`src/rtl/elastic_pipe_stage_if.sv`:
```
// rtl/elastic_pipe_stage_if.sv - valid/ready beat channel carrying payload and control
interface elastic_pipe_stage_if #(
   parameter int DATA_W = 64,
   parameter int CTRL_W = 8
);
   logic              valid;
   logic              ready;
   logic [DATA_W-1:0] data;
   logic [CTRL_W-1:0] ctrl;

   modport master (output valid, output data, output ctrl, input ready);
   modport slave  (input valid, input data, input ctrl, output ready);
endinterface

```
`src/rtl/elastic_pipe_stage.sv`:
```
// rtl/elastic_pipe_stage.sv - elastic pipeline register with 2-entry skid buffer
module elastic_pipe_stage #(
   parameter int DATA_W = 64,
   parameter int CTRL_W = 8,
   parameter int CNT_W  = 16
) (
   input  logic                 clk,
   input  logic                 rst,
   input  logic                 flush_i,
   input  logic                 stall_clr_i,
   elastic_pipe_stage_if.slave  up_if,
   elastic_pipe_stage_if.master dn_if,
   output logic [1:0]           occupancy_o,
   output logic [CNT_W-1:0]     stall_cnt_o
);
   typedef enum logic [1:0] {EMPTY = 2'd0, ONE = 2'd1, FULL = 2'd2} state_t;

   state_t            state_q, state_d;
   logic              valid_q, ready_q;
   logic [DATA_W-1:0] main_data_q, main_data_d, skid_data_q, skid_data_d;
   logic [CTRL_W-1:0] main_ctrl_q, main_ctrl_d, skid_ctrl_q, skid_ctrl_d;
   logic [CNT_W-1:0]  stall_q, stall_d;
   logic              push, pop;

   assign push = up_if.valid & ready_q;
   assign pop  = valid_q & dn_if.ready;

   always_comb begin
      state_d     = state_q;
      main_data_d = main_data_q;
      main_ctrl_d = main_ctrl_q;
      skid_data_d = skid_data_q;
      skid_ctrl_d = skid_ctrl_q;
      case (state_q)
         EMPTY: begin
            if (push) begin
               main_data_d = up_if.data;
               main_ctrl_d = up_if.ctrl;
               state_d     = ONE;
            end
         end
         ONE: begin
            if (push && pop) begin
               main_data_d = up_if.data;
               main_ctrl_d = up_if.ctrl;
            end else if (push) begin
               skid_data_d = up_if.data;
               skid_ctrl_d = up_if.ctrl;
               state_d     = FULL;
            end else if (pop) begin
               // payload lingers in the bubble, control must not
               main_ctrl_d = '0;
               state_d     = EMPTY;
            end
         end
         FULL: begin
            if (pop) begin
               main_data_d = skid_data_q;
               main_ctrl_d = skid_ctrl_q;
               state_d     = ONE;
            end
         end
         default: state_d = EMPTY;
      endcase
      if (flush_i) begin
         state_d     = EMPTY;
         main_data_d = '0;
         main_ctrl_d = '0;
         skid_data_d = '0;
         skid_ctrl_d = '0;
      end
   end

   always_comb begin
      stall_d = stall_q;
      if (stall_clr_i) begin
         stall_d = '0;
      end else if (valid_q && !dn_if.ready && stall_q != {CNT_W{1'b1}}) begin
         stall_d = stall_q + CNT_W'(1);
      end
   end

   always_ff @(posedge clk) begin
      if (rst) begin
         state_q     <= EMPTY;
         valid_q     <= 1'b0;
         ready_q     <= 1'b1;
         main_data_q <= '0;
         main_ctrl_q <= '0;
         skid_data_q <= '0;
         skid_ctrl_q <= '0;
         stall_q     <= '0;
      end else begin
         state_q     <= state_d;
         valid_q     <= (state_d != EMPTY);
         ready_q     <= (state_d != FULL);
         main_data_q <= main_data_d;
         main_ctrl_q <= main_ctrl_d;
         skid_data_q <= skid_data_d;
         skid_ctrl_q <= skid_ctrl_d;
         stall_q     <= stall_d;
      end
   end

   assign up_if.ready = ready_q;
   assign dn_if.valid = valid_q;
   assign dn_if.data  = main_data_q;
   assign dn_if.ctrl  = main_ctrl_q;
   assign occupancy_o = state_q;
   assign stall_cnt_o = stall_q;
endmodule

```
`src/flat_wrapper.sv`:
```
// flat-port wrapper written by rule: the top's interface ports become plain ports
module elastic_pipe_stage_flat 
#(
   parameter int DATA_W = 64,
   parameter int CTRL_W = 8,
   parameter int CNT_W  = 16
)
  (clk, rst, flush_i, stall_clr_i, occupancy_o, stall_cnt_o, up_if_valid, up_if_data, up_if_ctrl, up_if_ready, dn_if_valid, dn_if_data, dn_if_ctrl, dn_if_ready);
  elastic_pipe_stage_if #(.DATA_W(DATA_W), .CTRL_W(CTRL_W)) up_if_i ();
  elastic_pipe_stage_if #(.DATA_W(DATA_W), .CTRL_W(CTRL_W)) dn_if_i ();
  input  logic clk;
  input  logic rst;
  input  logic flush_i;
  input  logic stall_clr_i;
  output logic [1:0] occupancy_o;
  output logic [CNT_W-1:0] stall_cnt_o;
  input wire logic [$bits(up_if_i.valid)-1:0] up_if_valid;
  input wire logic [$bits(up_if_i.data)-1:0] up_if_data;
  input wire logic [$bits(up_if_i.ctrl)-1:0] up_if_ctrl;
  output wire logic [$bits(up_if_i.ready)-1:0] up_if_ready;
  output wire logic [$bits(dn_if_i.valid)-1:0] dn_if_valid;
  output wire logic [$bits(dn_if_i.data)-1:0] dn_if_data;
  output wire logic [$bits(dn_if_i.ctrl)-1:0] dn_if_ctrl;
  input wire logic [$bits(dn_if_i.ready)-1:0] dn_if_ready;
  assign up_if_i.valid = up_if_valid;
  assign up_if_i.data = up_if_data;
  assign up_if_i.ctrl = up_if_ctrl;
  assign up_if_ready = up_if_i.ready;
  assign dn_if_valid = dn_if_i.valid;
  assign dn_if_data = dn_if_i.data;
  assign dn_if_ctrl = dn_if_i.ctrl;
  assign dn_if_i.ready = dn_if_ready;
  elastic_pipe_stage #(.DATA_W(DATA_W), .CTRL_W(CTRL_W), .CNT_W(CNT_W)) u_core (.clk(clk), .rst(rst), .flush_i(flush_i), .stall_clr_i(stall_clr_i), .up_if(up_if_i), .dn_if(dn_if_i), .occupancy_o(occupancy_o), .stall_cnt_o(stall_cnt_o));
endmodule
```
`config.mk`:
```
export PLATFORM = sky130hd
export DESIGN_NAME = elastic_pipe_stage_flat
export DESIGN_NICKNAME = d
export VERILOG_FILES = /design/src/rtl/elastic_pipe_stage_if.sv /design/src/rtl/elastic_pipe_stage.sv /design/src/flat_wrapper.sv
export SDC_FILE = /design/constraint.sdc
export NUM_CORES = 1
export LEC_CHECK = 0
export CAP_MARGIN = 20
export CELL_PAD_IN_SITES_DETAIL_PLACEMENT = 1
export CELL_PAD_IN_SITES_GLOBAL_PLACEMENT = 1
export CORE_UTILIZATION = 33
export DETAILED_ROUTE_END_ITERATION = 12
export HOLD_SLACK_MARGIN = 0.06
export PLACE_DENSITY_LB_ADDON = 0.1
export SYNTH_ARGS = -nofsm -noshare
export SYNTH_HDL_FRONTEND = slang
export SYNTH_SLANG_ARGS = --single-unit
```
`constraint.sdc`:
```
create_clock -name clk -period 1.9 [get_ports clk]
set_input_delay 0.285 -clock clk [delete_from_list [all_inputs] [get_ports clk]]
set_output_delay 0.285 -clock clk [all_outputs]
set_load 0.02 [all_outputs]
```
==> results.md, run 1 <==
* Status: finished, final reports clean
* Synth unique cells at 50
* Detail-routed via count per cell at 5.157
* Max Cap Viol at 0
* Req. time, crit path at 1.62 ns
* CTS tree: done
* PortBufs at 169
* Layout Skew at 0.008781 ns
* Post-synthesis cell area at 6696 µm²
* Die width at 144.5 µm
* Ys flop type: dfxtp_1
* FP Rows at 51
* Core Region at 19650 µm²
* Critical Path Sink Type: output pin
* Area Growth Syn to Fin at 49.91%
* N_diodes at 0
* Vias in the first global route at 6638
* CTS root buf: clkbuf_16
* Slew headroom at 64.76%
* CTS Buffer Depth at 2
* Count of yosys warnings during synthesis at 0
* Final Hold Vio Count at 0
* Final setup viols at 0
* Async set or reset register ratio after synthesis at 0%
* DRT Wirelength at 21580 µm
* Routed length per instance at 17.50 µm
* Maximum number of pins on one net before global-route repair at 67
* Post-Syn Instances at 772
* Gpl congestion at 0.8269
* Post-synth EDFFs at 0
* Min Tclk post-route at 1.843 ns
* GRT Total Usage at 20.52%
* Min-Delay Path Class: in -> reg
* Pwr Density at 856.2 nW/µm²
* Fin Setup TNS at 0 ns
* Hold-fix buffers, CTS at 0
* CP Class: reg -> out
* First-pass GRT wire length at 33510 µm
* CTS Buf Count at 17
* Mean Syn Cell Area at 8.674 µm²
* Startpoint Class: flip-flop
* Hpwl dp at 14040 µm
* Synth area leaders: dfxtp_1, mux2i_1, nand2_1, a211oi_1, a21oi_1
* Initial Util at 34.07%
* Top-count cell post-synth: dfxtp_1
* GRT overflow at 0
* Synth top cells by count: dfxtp_1, nand2_1, a21oi_1, nor2_1, mux2i_1
* Yosys top cell area share at 49.03%
* Synth Net Count at 855
* RSZ-0062 raised after global routing: true
* CTS H-Tree Depth at 4
* Worst-Margin Slew at 0.5238 ns
* Final net count at 1038
* Static leakage at 3.396 nW
* Area leader, netlist: dfxtp_1
* Layout cell share with drive strength beyond 1 at 14.05%
* DIE AREA at 20870 µm²
* Final Cycle Share at 97.02%
* # clock sinks at 164
* Worst endpoint data arrival time at 1.56 ns
* Drt first-iter violations at 149
* Peak supply drop at 0.0005951 V
* Die height at 144.5 µm
* Total number of vias at 6359
* Slew Limit Fails at 0
* Routed Antenna Nets at 0
* Skew-Pair Late Insertion Delay at 0.43 ns
* Reg clk slew, reported paths at 0.07 ns
* Worst-path fanout max at 4
* DR DRC count at 0
* Post-synthesis sequential area ratio at 49.03%
* Upper clock frequency limit at 542.5 MHz
* Flops & latches, synth at 164
* Initial DRT Pass Iterations at 4
* IO Pins at 170
* Core Util, Final at 51.08%
* Initial antenna violation count at 0
-- logic make-up after synthesis --
| logic type | Yosys count | synth area share [%] |
|---|---|---|
| fa+ha+maj | 5 | 0.9342 |
| flops | 164 | 49.03 |
| compound gates | 187 | 17.86 |
| buf+inv | 63 | 3.737 |
| xor+xnor | 1 | 0.1308 |
| simple gates | 286 | 18.44 |
| mux | 66 | 9.865 |
-- state kept, by name, indices dropped and copies added (netlist names) --
name,count
u_core.dn_if.valid,1
u_core.occupancy_o,2
u_core.stall_cnt_o,16
u_core.skid_ctrl_q,8
u_core.dn_if.data,64
u_core.skid_data_q,64
u_core.up_if.ready,1
u_core.dn_if.ctrl,8
-- metrics by stage --
step	worst slack, ns	power [mW]	instances	area, µm²	hold WS [ns]
after CTS	0.0006444	8.655	1229	9839	0.4130
after global routing	-0.05164	8.936	1233	10040	0.4302
after detailed placement	-0.3934	4.772	1191	9029	0.4477
final	0.05667	8.595	1233	10040	0.4283
after floorplan	-0.03327	4.188	772	6715	0.4210
after global placement	-0.3714	4.735	1191	9029	0.4410
-- routing by layer --
layer	wire [µm]	global-route usage (%)	up-vias	part of all wire, %
met5	0	0	-	0
met4	166	5.042	0	0.77
met2	10800	35.80	124	50
met1	9459	24.38	3133	44
li1	-	-	3086	-
met3	1157	6.225	16	5.4
-- worst max-delay path, stage by stage (launching register included) --
cell and delay, ns:
dfxtp_1 0.38, buf_4 0.15, clkdlybuf4s50_1 0.60
-- path summary, 6_finish.rpt --
path	slack (ns)	end	start	cells after the start
setup reg to reg	0.06	u_core.stall_cnt_o[15]	u_core.stall_cnt_o[5]	4
hold / removal	0.43	u_core.skid_data_q[61]	up_if_data[61]	3
hold reg to reg	0.46	u_core.skid_data_q[43]	u_core.skid_data_q[43]	2
setup / recovery	0.06	stall_cnt_o[6]	u_core.stall_cnt_o[6]	2
-- repair_timing --
action	4_1_cts	5_1_grt
endpoints found under the setup margin	69	72
gates resized for setup	13	37
pin swaps	2	4
buffers inserted	3	3
cloned	3	2
-- layout by cell type, fill, tap and decap left out, drive strengths merged, types with 7 or more instances in the layout --
master	netlist	layout
clkdlybuf4s50	0	166
dfxtp	164	164
nand2	152	152
a21oi	85	85
nor2	80	80
mux2i	66	66
a211oi	65	65
buf	20	49
clkbuf	38	19
inv	5	12
nor3	11	11
a221oi	8	8
o21ai	8	8
or3	8	8
nand4	7	7
-- cell type report --
type,instances,area (µm²)
Inverter,5,23.77
Clock buffer,17,425.4
Sequential cell,164,3301
Multi-Input combinational cell,545,3372
Clock inverter,15,212.7
Fill cell,2262,9615
Tap cell,265,331.6
Timing Repair Buffer,222,2372
-- power breakdown --
| part | internal, mW | leakage (nW) | switching, mW |
|---|---|---|---|
| sequential | 3.54 | 1.34 | 0.0619 |
| combinational | 0.606 | 1.76 | 0.626 |
| clock | 2.23 | 0.302 | 1.53 |
(Power assumes the default switching activity.)
==> run 2, diff against run 1 <==
Settings changed: TNS_END_PERCENT set to 100.
==> results of run 2 <==
Final layout, timing and power as in run 1 (identical DEF).
